--- src/rtl/spart_tx.sv ---
// -----------------------------------------------------------------------------
// spart_tx : transmit half of the SPART.
//
// A one-entry holding register takes a byte from the bus side. The byte is
// then serialised onto txd as an 8N1 frame: one start bit, d0..d7 LSB first,
// then one stop bit. Bit timing comes from the shared baud_clk enable pulse.
// When the holding register is refilled before a stop bit ends, the next frame
// follows with no idle bit period.
//
// Ports:
//   clk      in   system clock, all state on rising edge
//   rst      in   asynchronous active-high reset
//   en       in   transmit enable; gates only the start of new frames
//   baud_clk in   one-clk-wide pulse per bit period
//   tx_data  in   [7:0] byte to send, sampled when tx_wr is accepted
//   tx_wr    in   write strobe, accepted only while tbr=1
//   txd      out  serial line, idle high
//   tbr      out  holding register empty
//   tx_busy  out  frame in progress on txd
// -----------------------------------------------------------------------------
module spart_tx (
    input  logic       clk,
    input  logic       rst,
    input  logic       en,
    input  logic       baud_clk,
    input  logic [7:0] tx_data,
    input  logic       tx_wr,
    output logic       txd,
    output logic       tbr,
    output logic       tx_busy
);

    typedef enum logic {
        ST_IDLE = 1'b0,
        ST_XMIT = 1'b1
    } state_t;

    state_t     r_state;
    state_t     w_state_nxt;

    logic [7:0] r_hold_data;
    logic [7:0] w_hold_data_nxt;
    logic       r_hold_valid;
    logic       w_hold_valid_nxt;
    logic [9:0] r_shft;
    logic [9:0] w_shft_nxt;
    logic [3:0] r_bit_cnt;
    logic [3:0] w_bit_cnt_nxt;
    logic       w_load;

    // State register
    always_ff @(posedge clk or posedge rst) begin
        if (rst) begin
            r_state <= ST_IDLE;
        end else begin
            r_state <= w_state_nxt;
        end
    end

    // Datapath registers
    always_ff @(posedge clk or posedge rst) begin
        if (rst) begin
            r_hold_data  <= '0;
            r_hold_valid <= 1'b0;
            r_shft       <= '1;
            r_bit_cnt    <= '0;
        end else begin
            r_hold_data  <= w_hold_data_nxt;
            r_hold_valid <= w_hold_valid_nxt;
            r_shft       <= w_shft_nxt;
            r_bit_cnt    <= w_bit_cnt_nxt;
        end
    end

    // Next state and datapath updates
    always_comb begin
        w_state_nxt      = r_state;
        w_hold_data_nxt  = r_hold_data;
        w_hold_valid_nxt = r_hold_valid;
        w_shft_nxt       = r_shft;
        w_bit_cnt_nxt    = r_bit_cnt;
        w_load           = 1'b0;

        case (r_state)
            ST_IDLE: begin
                if (baud_clk && r_hold_valid && en) begin
                    w_load      = 1'b1;
                    w_state_nxt = ST_XMIT;
                end
            end
            ST_XMIT: begin
                if (baud_clk) begin
                    if (r_bit_cnt < 4'd9) begin
                        w_shft_nxt    = {1'b1, r_shft[9:1]};
                        w_bit_cnt_nxt = r_bit_cnt + 4'd1;
                    end else if (r_hold_valid && en) begin
                        // Stop bit done and a byte is waiting: chain frames.
                        w_load = 1'b1;
                    end else begin
                        w_state_nxt = ST_IDLE;
                    end
                end
            end
            default: w_state_nxt = ST_IDLE;
        endcase

        // A load empties the holding register. A write in that same cycle
        // sees the registered hold_valid=1 and is dropped, so a byte never
        // goes from tx_data straight into the shifter.
        if (w_load) begin
            w_shft_nxt       = {1'b1, r_hold_data, 1'b0};
            w_bit_cnt_nxt    = '0;
            w_hold_valid_nxt = 1'b0;
        end else if (tx_wr && !r_hold_valid) begin
            w_hold_data_nxt  = tx_data;
            w_hold_valid_nxt = 1'b1;
        end
    end

    assign txd     = (r_state == ST_XMIT) ? r_shft[0] : 1'b1;
    assign tbr     = ~r_hold_valid;
    assign tx_busy = (r_state == ST_XMIT);

endmodule

--- config.mk ---
export PLATFORM = sky130hd
export DESIGN_NAME = spart_tx
export DESIGN_NICKNAME = d
export VERILOG_FILES = /design/src/rtl/spart_tx.sv
export SDC_FILE = /design/constraint.sdc
export NUM_CORES = 1
export LEC_CHECK = 0
export CAP_MARGIN = 20
export CORE_MARGIN = 5
export CORE_UTILIZATION = 39
export DETAILED_ROUTE_END_ITERATION = 12
export PLACE_DENSITY = 0.6
export SYNTH_ARGS = -nofsm -noshare
export SYNTH_HDL_FRONTEND = slang
export SYNTH_SLANG_ARGS = --single-unit
--- constraint.sdc ---
create_clock -name clk -period 2.5 [get_ports clk]
set_clock_uncertainty 0.05 [all_clocks]
set_input_delay 0.25 -clock clk [delete_from_list [all_inputs] [get_ports clk]]
set_output_delay 0.25 -clock clk [all_outputs]
set_load 0.02 [all_outputs]
# After elaboration in Yosys (flattened, before gate mapping)
# Cells that the tools add are included.
dict set report word_totals {
  ff_bits 24
  input_bits 13
  word_cells 40
  out_inout_bits 3
}
dict set report op_classes {
  add_sub_neg 1
  n_bitwise 3
  mux 19
  reduce_logical 11
  magnitude_cmp 1
}
# cell count
set op_table {}
lappend op_table {{two-way mux 10 bit} 4}
lappend op_table {{two-way mux 4 bit} 4}
lappend op_table {{two-way mux 1 bit} 9}
lappend op_table {{nonzero test 2 bit} 4}
lappend op_table {{adder 4 x 1 -> 4 bit, second input constant} 1}
lappend op_table {{logical AND 1 bit} 4}
lappend op_table {{< comparator 4 bit, second input constant} 1}
lappend op_table {{case mux 1 bit (2 select lines)} 2}
lappend op_table {{NOT 1 bit} 3}
lappend op_table {{AND reduction 3 bit} 1}
lappend op_table {{AND reduction 2 bit} 1}
lappend op_table {{logical NOT 1 bit} 1}

# Longest topological paths before layout
dict set report depth {
  ltp_word 7
  depth_mapped 7
  ltp_nobuf 6
}

# Least setup slack after synthesis
# No wires, ideal clock.
dict set report synth_path {
  kind {register -> register}
  from {register r_bit_cnt[0]}
  to {register r_bit_cnt[2]}
  period_less_slack_ps 1486
  required_ps 2328
  path_stages_with_launch 7
  arrival_ps 1315
  setup_ps 122
  n_path_buf 1
  path_slack_ps 1014
  path_cell_list {dfrtp_1 -> inv_1 -> ha_1 -> nand2b_4 -> a21bo_2 -> buf_4 -> a32o_1}
}
dict set report synth_between {
  elab_chain_cells 6
  elab_cells_between_ends 13
  classes_between {add/sub (1); order compare (1); mux (7); reduce/logical (4)}
}
# element line
set synth_rtl {}
lappend synth_rtl {{start, declared} 47} ;# logic [3:0] r_bit_cnt;
lappend synth_rtl {{start signal, assigned} 71} ;# r_bit_cnt <= w_bit_cnt_nxt;
lappend synth_rtl {{< comparator 4 bit} 93} ;# if (r_bit_cnt < 4'd9) begin
lappend synth_rtl {{two-way mux 1 bit} 93}
lappend synth_rtl {{two-way mux 1 bit} 92} ;# if (baud_clk) begin
lappend synth_rtl {{case mux 1 bit (2 select lines)} 84} ;# case (r_state)
lappend synth_rtl {{nonzero test 2 bit (no source line)} --}
lappend synth_rtl {{AND reduction 3 bit (no source line)} --}
# Several ways; a longest one is shown, not always the timed one. The select of a mux whose other input is x is not followed.
# A chain may end at the register's enable or synchronous reset.

# Final worst setup path
dict set report layout_path {
  from {register r_shft[0]}
  to {output port txd}
}
dict set report layout_between {
  elab_chain_cells 1
}
# element line
set layout_rtl {}
lappend layout_rtl {{start, declared} 45} ;# logic [9:0] r_shft;
lappend layout_rtl {{start signal, assigned} 70} ;# r_shft <= w_shft_nxt;
lappend layout_rtl {{two-way mux 1 bit} 120} ;# assign txd = (r_state == ST_XMIT) ? r_shft[0] : 1'b1;
lappend layout_rtl {{end, declared} 28} ;# output logic txd,
# No other way between the ends.

==> impl_metrics.env <==
export IMPL_status="complete, no violations"
export IMPL_seq_area_sq_um=587
export IMPL_first_global_vias=690
export IMPL_n_fill_cell=239
export IMPL_synthArstFlopShare=1.00
export IMPL_gr_total_overflow=0
export IMPL_hp_class="in -> async"
export IMPL_path_class="reg -> out"
export IMPL_period_needed_ns=1.83
export IMPL_placed_cells=128
export IMPL_synthToLayoutAreaGrowth_pct=19.9
export IMPL_yosys_top_cells_area="dfrtp_1 33%, dfstp_2 23%, mux2_2 8.6%, o21a_1 5.0%, o32a_1 4.8%"
export IMPL_grt_pass1_wl_microns=3060
export IMPL_intPower_mw=0.904
export IMPL_worstMarginPinSlew_ns=0.502
export IMPL_cp_data_required_time_ns=2.20
export IMPL_nets=118
export IMPL_period_share=0.732
export IMPL_slew_viol_final=0
export IMPL_avgRoutedWirePerCell_microns=13.3
export IMPL_synth_top_area_share=0.333
export IMPL_max_slew_margin=0.663
export IMPL_clk_root_buffer_cell="clkbuf_4"
export IMPL_syn_nets=99
export IMPL_post_dp_hpwl_microns=1270
export IMPL_drv_cap=0
export IMPL_synth_top_cells_by_count="14 x dfrtp_1, 9 x dfstp_2, 8 x mux2_2"
export IMPL_synth_most_common_cell="dfrtp_1"
export IMPL_p_comb_frac=0.386
export IMPL_yosysSeqAreaShare=0.558
export IMPL_drc_errors=0
export IMPL_syn_inst=84
export IMPL_swShare=0.335
export IMPL_crit_path_end_kind="primary output"
export IMPL_coreArea_sq_um=2520
export IMPL_hold_viol=0
export IMPL_vias_per_cell=5.23
export IMPL_clock_sinks=23
export IMPL_power_switching_mw=0.455
export IMPL_cts_hold_fix_buffers=0
export IMPL_yosys_warnings=0
export IMPL_dr_pass1_iters=4
export IMPL_arrival_ns=1.53
export IMPL_path_clk_slew_ns=0.12
export IMPL_syn_area_per_cell_sq_um=12.5
export IMPL_gp_congestion=0.721
export IMPL_p_seq_frac=0.492
export IMPL_antenna_found_initial=0
export IMPL_die_area_sq_um=3830
export IMPL_h_tree_depth=1
export IMPL_grt_start_max_net_pins=24
export IMPL_io_buffers=15
export IMPL_cts_resized_gates=0
export IMPL_setup_tns_ns=0
export IMPL_pwr_share_clk=0.123
export IMPL_die_height_microns=61.9
export IMPL_p_leak_nw=0.517
export IMPL_antenna_cells=0
export IMPL_vias=691
export IMPL_start_kind="flop"
export IMPL_rows=18
export IMPL_synth_top_area_cell="dfrtp_1"
export IMPL_power_density_nw_per_um2=1080
export IMPL_initialDrtViolationCount=23
export IMPL_yosys_register_bits=23
export IMPL_netlist_cell_type_count=25
export IMPL_start_util=0.417
export IMPL_cts_tree="done"
export IMPL_fmax_ghz=0.546
export IMPL_die_width_microns=61.9
export IMPL_rsz0062_at_grt="no"
export IMPL_fin_cells=132
export IMPL_multi_input_area_sq_um=420
export IMPL_grtUsageTotal=0.110
export IMPL_ys_flop_type="dfrtp_1"
export IMPL_worst_path_max_fanout=2
export IMPL_routed_wirelength_microns=1750
export IMPL_peakVddDrop_v=0.000563
export IMPL_post_cts_buffers=0
export IMPL_setup_violations=0
export IMPL_numCtsBuffers=3
export IMPL_drtAntennaViolNets=0
export IMPL_io_pins=16
export IMPL_drive_above_1_share=0.294
export IMPL_clk_path_buf_depth=2
export IMPL_synth_edf_count=0
export IMPL_synth_area_sq_um=1050
export IMPL_clk_latency_ns=0.31
## power groups by stage
stage | clock (mW) | combinational [mW] | sequential, mW
floorplan | 0 | 0.428 | 0.652
global placement | 0 | 0.525 | 0.674
detailed placement | 0 | 0.532 | 0.679
CTS | 0.180 | 0.533 | 0.670
global route | 0.188 | 0.581 | 0.694
finish | 0.167 | 0.524 | 0.668
## cells by family (layout without fill, tap and decap cells)
family          Yosys count  in the layout  synth area share
fa+ha+maj                 2              2            0.0238
buf+inv                   8             26            0.0417
compound gates           22             22             0.181
simple gates             20             20             0.100
flops                    23             23             0.558
mux                       9              9            0.0952
## metrics by stage
step / hold WS (ns) / power [mW] / worst slack [ns] / util / cell area, sq um
2_1_floorplan: 0.195 / 1.08 / 1.01 / - / 1050
3_5_place_dp: 0.397 / 1.21 / 0.666 / 0.489 / 1230
3_3_place_gp: 0.400 / 1.20 / 0.691 / 0.489 / 1230
6_report: 0.207 / 1.36 / 0.669 / 0.500 / 1260
4_1_cts: 0.196 / 1.38 / 0.645 / 0.500 / 1260
5_1_grt: 0.222 / 1.46 / 0.623 / 0.500 / 1260
## cells in the final DEF (no fill, tap or decap), types with 2 or more instances in the layout
cell type / n
nand3_1: 5
inv_1: 4
nor2_1: 3
ha_1: 2
o21a_1: 7
dfstp_2: 9
dfrtp_1: 14
o32a_1: 5
o32a_2: 3
clkdlybuf4s50_1: 15
mux2_2: 8
nand2b_1: 2
o21ai_0: 3
clkbuf_4: 3
buf_4: 3
nand2_1: 6
## layer usage
layer | share of wire | up-vias | track usage
met1 | 0.47 | 333 | 0.135
li1 | - | 339 | -
met4 | 0.017 | 0 | 0.0455
met5 | 0 | - | 0
met3 | 0.063 | 4 | 0.0475
met2 | 0.45 | 15 | 0.170
## flip-flops by register name (all words and copies together), names as in the netlist
| name | cells |
|---|---|
| r_shft | 9 |
| r_hold_data | 8 |
| r_bit_cnt | 4 |
| r_hold_valid | 1 |
| tx_busy | 1 |
## worst paths after layout
kind,start,endpoint,slack [ns],depth (start not counted)
worst max-delay path,r_shft[0],txd,0.67,2
worst min-delay path,rst,r_hold_data[7],0.21,3
max in group asynchronous,rst,r_shft[2],1.91,3
worst min register to register,r_shft[1],r_shft[0],0.42,2
min in group clk,r_shft[1],r_shft[0],0.42,2
worst max register to register,r_bit_cnt[0],r_shft[8],0.83,6
## layout make-up
| class | count | share of cell area |
|---|---|---|
| clock buffers | 3 | 0.0179 |
| clock inverters | 1 | 0.00397 |
| inverters | 4 | 0.0119 |
| multi-input cells | 53 | 0.334 |
| flip-flops and latches | 23 | 0.466 |
| well taps | 30 | 0.0298 |
| repair buffers | 18 | 0.137 |
## worst max-delay path, cell delays in order, from the launching register on
cell and delay (ns):
dfstp_2 0.54, nand2b_1 0.09, clkdlybuf4s50_1 0.59
Note: power is estimated with default switching activity, not from simulation.
